`src/rtl/sample_player.sv`:
```
// Streams samples from s_mem to the audio path with optional arithmetic-shift attenuation.
// Three cycles per sample (address, RAM read, capture) plus any stall on aud_ready.
module sample_player #(
  parameter int ADDR_W = 8,
  parameter int DATA_W = 16
) (
  input  logic              clk,
  input  logic              rst_n,
  input  logic              start,
  input  logic              stop,
  input  logic [ADDR_W:0]   num_samples,
  input  logic              loop_en,
  input  logic [1:0]        vol_shift,
  output logic [ADDR_W-1:0] mem_addr,
  input  logic [DATA_W-1:0] mem_q,
  output logic [DATA_W-1:0] aud_data,
  output logic              aud_valid,
  input  logic              aud_ready,
  output logic              busy,
  output logic              done
);

  typedef enum logic [1:0] {S_IDLE, S_FETCH, S_CAPT, S_SEND} state_t;

  state_t              r_state;
  state_t              w_state_nxt;
  logic [ADDR_W-1:0]   r_mem_addr;
  logic [ADDR_W:0]     r_cnt;
  logic [ADDR_W:0]     r_num;
  logic [1:0]          r_shift;
  logic [DATA_W-1:0]   r_aud_data;
  logic                r_aud_valid;
  logic                r_done;
  logic                r_stop_pend;

  logic                w_start_go;
  logic                w_zero_done;
  logic                w_fin_done;
  logic                w_adv;
  logic                w_rewind;
  logic                w_capt;
  logic                w_xfer;
  logic                w_stop;
  logic                w_last;
  logic signed [DATA_W-1:0] w_shifted;

  // A stop raised in the very cycle of the handshake still counts as a stop.
  assign w_stop    = r_stop_pend | stop;
  assign w_last    = (r_cnt == r_num - 1'b1);
  assign w_shifted = $signed(mem_q) >>> r_shift;

  always_ff @(posedge clk) begin
    if (!rst_n) r_state <= S_IDLE;
    else        r_state <= w_state_nxt;
  end

  always_comb begin
    w_state_nxt = r_state;
    w_start_go  = 1'b0;
    w_zero_done = 1'b0;
    w_fin_done  = 1'b0;
    w_adv       = 1'b0;
    w_rewind    = 1'b0;
    w_capt      = 1'b0;
    w_xfer      = 1'b0;
    case (r_state)
      S_IDLE: begin
        if (start) begin
          if (num_samples != '0) begin
            w_start_go  = 1'b1;
            w_state_nxt = S_FETCH;
          end else begin
            w_zero_done = 1'b1;
          end
        end
      end
      S_FETCH: w_state_nxt = S_CAPT;
      S_CAPT: begin
        w_capt      = 1'b1;
        w_state_nxt = S_SEND;
      end
      S_SEND: begin
        if (aud_ready) begin
          w_xfer = 1'b1;
          if (w_stop) begin
            w_state_nxt = S_IDLE;
          end else if (w_last) begin
            if (loop_en) begin
              w_rewind    = 1'b1;
              w_state_nxt = S_FETCH;
            end else begin
              w_fin_done  = 1'b1;
              w_state_nxt = S_IDLE;
            end
          end else begin
            w_adv       = 1'b1;
            w_state_nxt = S_FETCH;
          end
        end
      end
      default: w_state_nxt = S_IDLE;
    endcase
  end

  always_ff @(posedge clk) begin
    if (!rst_n) begin
      r_mem_addr  <= '0;
      r_cnt       <= '0;
      r_num       <= '0;
      r_shift     <= '0;
      r_aud_data  <= '0;
      r_aud_valid <= 1'b0;
      r_done      <= 1'b0;
      r_stop_pend <= 1'b0;
    end else begin
      r_done <= w_zero_done | w_fin_done;
      if (w_start_go) begin
        r_num      <= num_samples;
        r_shift    <= vol_shift;
        r_mem_addr <= '0;
        r_cnt      <= '0;
      end
      if (w_rewind) begin
        r_mem_addr <= '0;
        r_cnt      <= '0;
      end
      if (w_adv) begin
        r_mem_addr <= r_mem_addr + 1'b1;
        r_cnt      <= r_cnt + 1'b1;
      end
      if (w_capt) begin
        r_aud_data  <= w_shifted;
        r_aud_valid <= 1'b1;
      end
      if (w_xfer) r_aud_valid <= 1'b0;
      // Cleared on every cycle that lands in IDLE, set by stop anywhere else.
      if (w_state_nxt == S_IDLE)              r_stop_pend <= 1'b0;
      else if (r_state != S_IDLE && stop)     r_stop_pend <= 1'b1;
    end
  end

  assign mem_addr  = r_mem_addr;
  assign aud_data  = r_aud_data;
  assign aud_valid = r_aud_valid;
  assign done      = r_done;
  assign busy      = (r_state != S_IDLE);

endmodule

```
`config.mk`:
```
export PLATFORM = sky130hd
export DESIGN_NAME = sample_player
export DESIGN_NICKNAME = d
export VERILOG_FILES = /design/src/rtl/sample_player.sv
export SDC_FILE = /design/constraint.sdc
export NUM_CORES = 1
export LEC_CHECK = 0
export ABC_CLOCK_PERIOD_IN_PS = 3600
export BUFFER_PORTS_ARGS = -buffer_cell sky130_fd_sc_hd__buf_2
export CAP_MARGIN = 10
export CORE_ASPECT_RATIO = 1.25
export CORE_UTILIZATION = 50
export CTS_BUF_LIST = sky130_fd_sc_hd__clkbuf_4 sky130_fd_sc_hd__clkbuf_8
export DETAILED_ROUTE_END_ITERATION = 10
export HOLD_SLACK_MARGIN = 0.02
export PLACE_DENSITY = 0.85
export SLEW_MARGIN = 25
export SYNTH_ARGS = -nofsm -noshare
export SYNTH_HDL_FRONTEND = slang
export SYNTH_SLANG_ARGS = --single-unit
```
`constraint.sdc`:
```
create_clock -name clk -period 3.6 [get_ports clk]
set_clock_uncertainty 0.05 [all_clocks]
set_input_delay 0.18 -clock clk [delete_from_list [all_inputs] [get_ports clk]]
set_output_delay 0.18 -clock clk [all_outputs]
set_load 0.02 [all_outputs]
```
After elaboration in Yosys (flattened, before gate mapping) --
Index checks and enable logic that the tools add are counted.
Cells by class: $add $sub $neg 3, equality and inequality tests 4, shift operators 1, multiplexer cells 36, bitwise operators 3, reduce and logical (&&, ||, !) cells 8
Operators by type and width (count):
- $mux W9 | 3
- $mux W1 | 24
- $mux W8 | 3
- $sshr A16 B2 Y16 | 1
- $mux W2 | 5
- $add A9 B1 Y9 const B | 1
- $eq A9 B9 Y1 | 1
- $reduce_bool A9 Y1 | 1
- $sub A9 B1 Y9 const B | 1
- $add A8 B1 Y8 const B | 1
- $pmux W2 S4 | 1
- $eq A2 B2 Y1 const B | 2
- $logic_not A2 Y1 | 2
- $reduce_or A2 Y1 | 2
- $reduce_bool A3 Y1 | 1
- $eq A2 B1 Y1 const B | 1
- $or A1 B1 Y1 | 2
- $reduce_bool A2 Y1 | 1
- $logic_and A1 B1 Y1 | 1
- $not A1 Y1 | 1
Word-level totals: flip-flop bits (word level) 49, input bits 33, output and inout bits 27, word-level logic and storage cells 64

Depth between registers and ports, before layout --
Gate-level depths: netlist of the first run.
depth after elaboration 8, gate-level depth with buffers 10, mapped depth without buffers 9

Worst setup path before layout of the first run --
Ideal clock, no wire load.
kind reg-to-reg, from register r_num[0], to register r_cnt[4], library setup time 0.124 ns, arrival 2.107 ns, data required time 3.426 ns, setup slack 1.319 ns, stages on the path, launching flop included 11, path buffers 1, period minus slack after synthesis 2.281 ns, path through dfxtp_1 -> inv_1 -> ha_1 -> xnor2_1 -> o2bb2ai_1 -> a2111oi_0 -> o211ai_1 -> nor2_2 -> buf_4 -> o21ai_0 -> mux2i_1
On the way: word-level cells in the longest chain between the ends 8, elaborated cells on any way between the ends 13, classes of those cells add/sub (1); eq/ne (1); mux (10); reduce/logical (1)
RTL lines:
- start, declared | RTL line 29 | logic [ADDR_W:0] r_num;
- start signal, assigned | RTL line 118 | r_num <= num_samples;
- $sub A9 B1 Y9 * | RTL line 49 | assign w_last = (r_cnt == r_num - 1'b1);
- $eq A9 B9 Y1 * | RTL line 49
- $mux W1 | RTL line 87 | end else if (w_last) begin
- $mux W1 | RTL line 85 | if (w_stop) begin
- $mux W1 | RTL line 83 | if (aud_ready) begin
- $mux W1 | RTL line 66 | case (r_state)
- $mux W9 | RTL line 123 | if (w_rewind) begin
- $mux W9 | RTL line 127 | if (w_adv) begin
- end signal, assigned | RTL line 129 | r_cnt <= r_cnt + 1'b1;
- end, declared | RTL line 28 | logic [ADDR_W:0] r_cnt;
Mark *: on every way between the ends. The rest lies on a longest branch, timed or not. A chain may end at the register's enable or synchronous reset.

Final worst setup path of the first run --
from register r_num[0], to register r_mem_addr[5] (netlist: mem_addr[5])
On the way: word-level cells in the longest chain between the ends 8, elaborated cells on any way between the ends 13, classes of those cells add/sub (1); eq/ne (1); mux (10); reduce/logical (1)
RTL lines:
- $sub A9 B1 Y9 * | RTL line 49
- $eq A9 B9 Y1 * | RTL line 49
- $mux W1 | RTL line 87
- $mux W1 | RTL line 85
- $mux W1 | RTL line 83
- $mux W1 | RTL line 66
- $mux W8 | RTL line 123
- $mux W8 | RTL line 127
- end signal, assigned | RTL line 128 | r_mem_addr <= r_mem_addr + 1'b1;
- end, declared | RTL line 27 | logic [ADDR_W-1:0] r_mem_addr;
Marks and branches as above.

==> results of run 1 <==
[flip-flops by register name, indices dropped and copies added, names as in the netlist]
register	cells
mem_addr	8
aud_valid	1
done	1
r_stop_pend	1
r_shift	2
r_num	9
r_state	2
r_cnt	9
aud_data	16
[critical path: stages, from the launching register on]
cell and delay, ps:
dfxtp_1 360, inv_1 70, ha_1 220, nor2b_1 250
a31oi_1 110, a2111oi_0 530, o211ai_1 220, nor2_2 420
o211ai_1 290, o21ai_0 230
[through the flow]
| stage | cells | area, um^2 |
|---|---|---|
| floorplan | 357 | 2861 |
| global placement | 463 | 3177 |
| detailed placement | 463 | 3177 |
| CTS | 471 | 3292 |
| global route | 471 | 3294 |
| finish | 471 | 3294 |
[worst paths after layout]
| check | slack [ps] | end | startpoint |
|---|---|---|---|
| setup reg to reg | 750 | mem_addr[5] | r_num[0] |
| hold / removal | 60 | r_shift[0] | vol_shift[0] |
| setup / recovery | 750 | mem_addr[5] | r_num[0] |
| hold reg to reg | 400 | aud_data[8] | aud_data[8] |
[report_power, final]
part / leakage [nW] / switching (W) / internal [W]
Sequential: 0.398 / 0.0000343 / 0.000569
Clock: 0.0588 / 0.000191 / 0.000216
Combinational: 0.851 / 0.000157 / 0.000117
[layout by cell type, fill, tap and decap left out, drive strengths merged, types with 5 or more instances in the layout]
| cell type | netlist | layout |
|---|---|---|
| and3 | 5 | 5 |
| nand2 | 69 | 69 |
| a21oi | 32 | 32 |
| o211ai | 14 | 14 |
| nand2b | 12 | 12 |
| inv | 13 | 13 |
| buf | 5 | 62 |
| o21ai | 23 | 23 |
| mux4 | 9 | 9 |
| clkbuf | 15 | 6 |
| nand3 | 11 | 11 |
| dfxtp | 49 | 49 |
| nor3 | 7 | 7 |
| xnor2 | 6 | 6 |
| mux2i | 9 | 9 |
| nor2 | 20 | 20 |
[layout make-up]
class	count	area share, %
Clock buffer	6	2.317
Clock inverter	2	1.177
Inverter	14	1.595
Multi-Input combinational cell	274	53.06
Sequential cell	49	29.78
Tap cell	64	2.431
Timing Repair Buffer	62	9.647
[logic make-up after synthesis]
family	Yosys count
buffers and inverters	34
multiplexers	22
flip-flops	49
AO/OA/AOI/OAI	91
XOR/XNOR	10
adder cells (fa/ha/maj)	3
AND/OR/NAND/NOR	148
[routing by layer]
layer	track usage (%)	routed length, um	up-vias
li1	-	-	1365
met3	4.767	346	12
met5	0	0	-
met2	41.57	3370	72
met4	9.273	134	0
met1	26.78	2889	1275
==> results.tsv, run 1 <==
stage	metric	value	unit
global_route	vias in the first global route	2545	
synth	ys flop type	dfxtp_1	
setup_path	reg2reg path depth	9	
synth	register area share after synthesis	34.28	%
setup_path	critical path data required time	3780	ps
placed_design	Placement Setup Slack	762.7	ps
finish	Syn-to-layout area delta	15.13	%
timing	final setup vio count	0	
setup_path	Worst Path Arrival	3030	ps
timing	fin crit period	2845	ps
synth	share of async-settable or async-resettable flops after synthesis	0	%
global_route	gr usage total	23.07	%
synth	Netlist cell types	53	
finish	Finished Core Util	60.11	%
finish	n_diodes	0	
timing	Rel. slew slack	41.91	%
synth	cell area after synthesis	2861	um^2
clock_tree	Hold Buf Count CTS	0	
timing	Hold Vio Cnt, Final	0	
routing	First-pass DRT Iterations	4	
routing	WL/cell	14.31	um
timing	Final period util	79.03	%
routing	DRT iter0 DRCs	133	
routing	Post-DRT Antenna Nets	0	
routing	total wire length	6.740	mm
clock_tree	Max Root-Sink Buffers	2	
die	site row count	30	
synth	Synth Instances	357	
clock_tree	postcts setup bufs	0	
die	full die area	6032	um^2
synth	list of most frequent post-synthesis cells	69 x nand2_1, 49 x dfxtp_1, 32 x a21oi_1, 22 x o21ai_0, 19 x nor2_1	
placed_design	GPL Wtd Cong	0.9213	
timing	fin. max-slew vios	0	
synth	largest family of logic cells by synthesized area	simple AND/OR/NAND/NOR gates	
min_path	hold depth	3	
timing	sum of negative setup slack	0	ps
finish	Layout fillers	479	
timing	Final WS setup	754.9	ps
timing	Fmax achieved	0.3515	GHz
routing	drt drc	0	
die	Die X	69.67	um
finish	fraction of layout cells with a size suffix above 1	22.85	%
global_route	largest net degree at the start of global routing	35	
synth	area leader, netlist	dfxtp_1	
clock_tree	CTS resizes	0	
synth	top post-synthesis cells by area	dfxtp_1 34%, nand2_1 9.1%, mux4_2 7.1%, a21oi_1 5.6%, o21ai_0 3.8%	
synth	share of the synthesized area in the top cell type	34.28	%
synth	Synth Area in Compound Gates	20.24	%
finish	final net count	442	
clock_tree	clk slew on worst S/H paths	90	ps
routing	via count	2724	
placed_design	Buffers on Ports	59	
power_and_ir_drop	Leak	1.308	nW
power_and_ir_drop	Power Dens Cells	390.1	nW/um^2
synth	Syn. warnings	0	
setup_path	Critical Path Source Type	flop	
synth	top-count cell post-synth	nand2_1	
power_and_ir_drop	Max IR drop VDD	243.3	uV
clock_tree	H-tree depth	2	
finish	Multi-input gate area	1748	um^2
synth	simple-gate share of the synthesized area	24.57	%
clock_tree	CTS tree	built	
finish	sequential cell area	980.9	um^2
routing	post-DR vias/cell	5.783	
clock_tree	Clock Tree Root	clkbuf_8	
setup_path	Setup crit end kind	flop	
synth	Avg Cell Area, Syn	8.015	um^2
global_route	initial antenna violation count	0	
min_path	hold crit path type	in -> reg	
die	initial core utilization	52.21	%
run_status	outcome	complete, no violations	
global_route	total grt overflow	0	
clock_tree	worst skew pair latency	310	ps
clock_tree	Num CTS Buffers	5	
synth	Seq cells post-synth	49	
placed_design	post-DP HPWL	5.094	mm
synth	Post-synth EDFFs	0	
die	core area	5480	um^2
global_route	first-pass GRT wire length	11.36	mm
die	I/O pins	60	
synth	Synth Area in Adders	1.312	%
clock_tree	CTS sink cnt	49	
run	number of max-cap violations	0	
synth	mux contribution to synthesized area	11.81	%
setup_path	Worst Path Max Fanout	12	
setup_path	critical path class	reg -> reg	
die	die height	86.58	um
synth	syn nets	393	
timing	Hold WS	55.98	ps
timing	RSZ-0062 raised after global routing	false	
timing	Slew @ Worst Pin	865.5	ps
power_and_ir_drop	Pwr Total	0.001285	W
synth	xor and xnor area share after synthesis	3.061	%
Note: power is estimated with default switching activity, not from simulation.
==> inputs of run 2 (changes only) <==
--- a/config.mk
+++ b/config.mk
@@ -5,7 +5,7 @@
 export SDC_FILE = /design/constraint.sdc
 export NUM_CORES = 1
 export LEC_CHECK = 0
-export ABC_CLOCK_PERIOD_IN_PS = 3600
+export ABC_CLOCK_PERIOD_IN_PS = 2700
 export BUFFER_PORTS_ARGS = -buffer_cell sky130_fd_sc_hd__buf_2
 export CAP_MARGIN = 10
 export CORE_ASPECT_RATIO = 1.25
==> constraint.sdc (replaced) <==
create_clock -name clk -period 2.7 [get_ports clk]
set_clock_uncertainty 0.05 [all_clocks]
set_input_delay 0.135 -clock clk [delete_from_list [all_inputs] [get_ports clk]]
set_output_delay 0.135 -clock clk [all_outputs]
set_load 0.02 [all_outputs]
==> run 2 against run 1 <==
Effect of this change: die area is the same; first-iteration DRC count grew 62%; sequential power grew 33%; flip-flop and latch count is the same; routed wire length grew 4.6%; critical endpoint is now r_cnt[4]; core utilization grew 1.6 points; total power grew 34%; global-route usage grew 0.88 points; critical path depth grew 1; cell count grew 2.1%; combinational power grew 41%; register-to-register slack lost 580 ps.
==> results.tsv, run 2 (synthesis results as in run 1) <==
stage	metric	value	unit	change
finish	non-filler cells in the finished layout	481		+2.1%
finish	Multi-input gate area	1750	um^2	+0.14%
timing	RSZ-0062 raised after global routing	false		
setup_path	R2R setup slack	180	ps	-580 ps
routing	drt drc	0		unchanged
timing	Rel. slew slack	48.36	%	+6.4 points
run	number of max-cap violations	0		unchanged
placed_design	placed cell count	468		+1.1%
finish	commonest non-fill, non-tap cells in the layout	69 x nand2_1, 59 x buf_2, 49 x dfxtp_1, 32 x a21oi_1, 22 x o21ai_0		
setup_path	Critical Path Source Type	flop		
finish	max FFs per register	16		unchanged
die	site row count	30		unchanged
die	I/O pins	60		unchanged
finish	Syn-to-layout area delta	18.19	%	
timing	Final period util	93.37	%	+14 points
timing	Slew @ Worst Pin	773.5	ps	-91.97 ps
placed_design	Buffers on Ports	59		unchanged
global_route	first-pass GRT wire length	11.68	mm	+2.9%
global_route	gr usage total	23.95	%	+0.88 points
clock_tree	Clock Tree Root	clkbuf_8		
setup_path	FF-to-FF Start	r_num[0]		
min_path	hold path endpoint	r_num[5]		
clock_tree	Max Root-Sink Buffers	2		unchanged
placed_design	Placement Cell Area	3214	um^2	+1.2%
global_route	initial antenna violation count	0		unchanged
timing	fin crit period	2521	ps	-324.1 ps
power_and_ir_drop	Max IR drop VDD	400.9	uV	+65%
die	full die area	6032	um^2	unchanged
clock_tree	CTS sink cnt	49		unchanged
placed_design	post-DP HPWL	5.141	mm	+0.92%
routing	First-pass DRT Iterations	4		unchanged
global_route	total grt overflow	0		unchanged
placed_design	GPL Wtd Cong	0.9630		+4.5%
routing	via count	2803		+2.9%
min_path	hold crit path type	in -> reg		
clock_tree	CTS tree	built		
routing	DRT iter0 DRCs	215		+62%
finish	n_diodes	0		unchanged
finish	cell area after layout	3382	um^2	+2.7%
timing	sum of negative setup slack	0	ps	unchanged
global_route	largest net degree at the start of global routing	24		-31%
power_and_ir_drop	Leak	1.357	nW	+3.7%
die	core area	5480	um^2	unchanged
setup_path	Worst Path Arrival	2670	ps	-360 ps
routing	post-DR vias/cell	5.827		+0.76%
power_and_ir_drop	Pwr Total	0.001728	W	+34%
timing	Fmax achieved	0.3967	GHz	+13%
routing	Post-DRT Antenna Nets	0		unchanged
clock_tree	postcts setup bufs	0		unchanged
die	Die X	69.67	um	unchanged
clock_tree	worst skew pair latency	310	ps	about the same
min_path	Hold Crit Start	num_samples[5]		
min_path	hold depth	3		unchanged
setup_path	Setup crit end kind	flop		
die	die height	86.58	um	unchanged
timing	Hold Vio Cnt, Final	0		unchanged
timing	fin. max-slew vios	0		unchanged
clock_tree	Num CTS Buffers	5		unchanged
clock_tree	H-tree depth	2		unchanged
run_status	outcome	complete, no violations		
power_and_ir_drop	Power Dens Cells	511.0	nW/um^2	+31%
timing	final setup vio count	0		unchanged
setup_path	reg2reg path depth	10		+1
finish	final net count	452		+2.3%
finish	most common cell after layout, fill and taps aside	nand2_1		
die	initial core utilization	52.21	%	unchanged
finish	fraction of layout cells with a size suffix above 1	23.50	%	+0.65 points
routing	total wire length	7.053	mm	+4.6%
routing	WL/cell	14.66	um	+2.5%
global_route	vias in the first global route	2680		+5.3%
setup_path	Reg-to-Reg End	r_cnt[4]		
setup_path	critical path class	reg -> reg		
setup_path	Worst Path Max Fanout	9		-3
clock_tree	clk slew on worst S/H paths	90	ps	about the same
setup_path	critical path data required time	2840	ps	-940 ps
timing	Final WS setup	179.0	ps	-575.9 ps
finish	sequential cell area	980.9	um^2	unchanged
placed_design	Placement Setup Slack	164.2	ps	-598.5 ps
finish	Layout fillers	478		-0.21%
[run 2: changes by cell type in the layout (fill, tap and decap cells not counted), sizes merged]
cell         previous run  this run
buf                    62        67
dlygate4sd3             0         5
clkbuf                  6         5
inv                    13        14
[run 2: worst max-delay path by stage]
| stage | start | end | slack (ps) | cells past startpoint |
|---|---|---|---|---|
| after global placement | r_num[3] | r_stop_pend | 240 | 8 |
| after detailed placement | r_num[0] | r_cnt[2] | 160 | 9 |
| after global routing | r_num[0] | r_cnt[4] | 2 | 10 |
| final | r_num[0] | r_cnt[4] | 180 | 10 |
| after floorplan | r_num[0] | r_cnt[4] | 420 | 10 |
| after CTS | r_num[0] | mem_addr[3] | 140 | 9 |
[run 2: layer usage]
layer | vias to the layer above | wire length (um) | GRT usage, %
met5 | - | 0 | 0
met4 | 0 | 187 | 9.455
met3 | 19 | 445 | 5.349
met2 | 96 | 3643 | 43.51
met1 | 1305 | 2777 | 27.34
li1 | 1383 | - | -
[run 2: final cells by class]
type / count / area share (%)
inverter: 14 / 1.554
multi-input combinational: 274 / 51.76
clock inverter: 3 / 1.295
timing repair buffer: 72 / 11.99
clock buffer: 5 / 2.035
sequential: 49 / 29.00
tap: 64 / 2.368
[run 2: per-stage QoR]
stage,hold WS [ps],util [%]
floorplan,220.7,-
global placement,325.7,58.65
detailed placement,332.0,58.65
CTS,23.14,61.62
global route,25.31,61.71
finish,27.53,61.71
[run 2: repair_timing]
item,CTS,global route
gates resized for setup,0,2
hold endpoints to repair,5,0
hold buffers,5,0
setup endpoints to repair,0,17
[run 2: power by group]
group	switching (W)	internal [W]	total [W]
combinational	0.000220	0.000165	0.000385
clock	0.000262	0.000278	0.000540
sequential	0.0000436	0.000759	0.000803
[run 2: critical path, cell delays in order (launching register included)]
cell	delay [ps]
dfxtp_1	400
inv_1	70
ha_1	250
xnor2_1	140
o2bb2ai_1	140
a2111oi_1	510
o211ai_1	210
nor2_2	200
buf_4	200
o21ai_0	110
mux2i_1	130
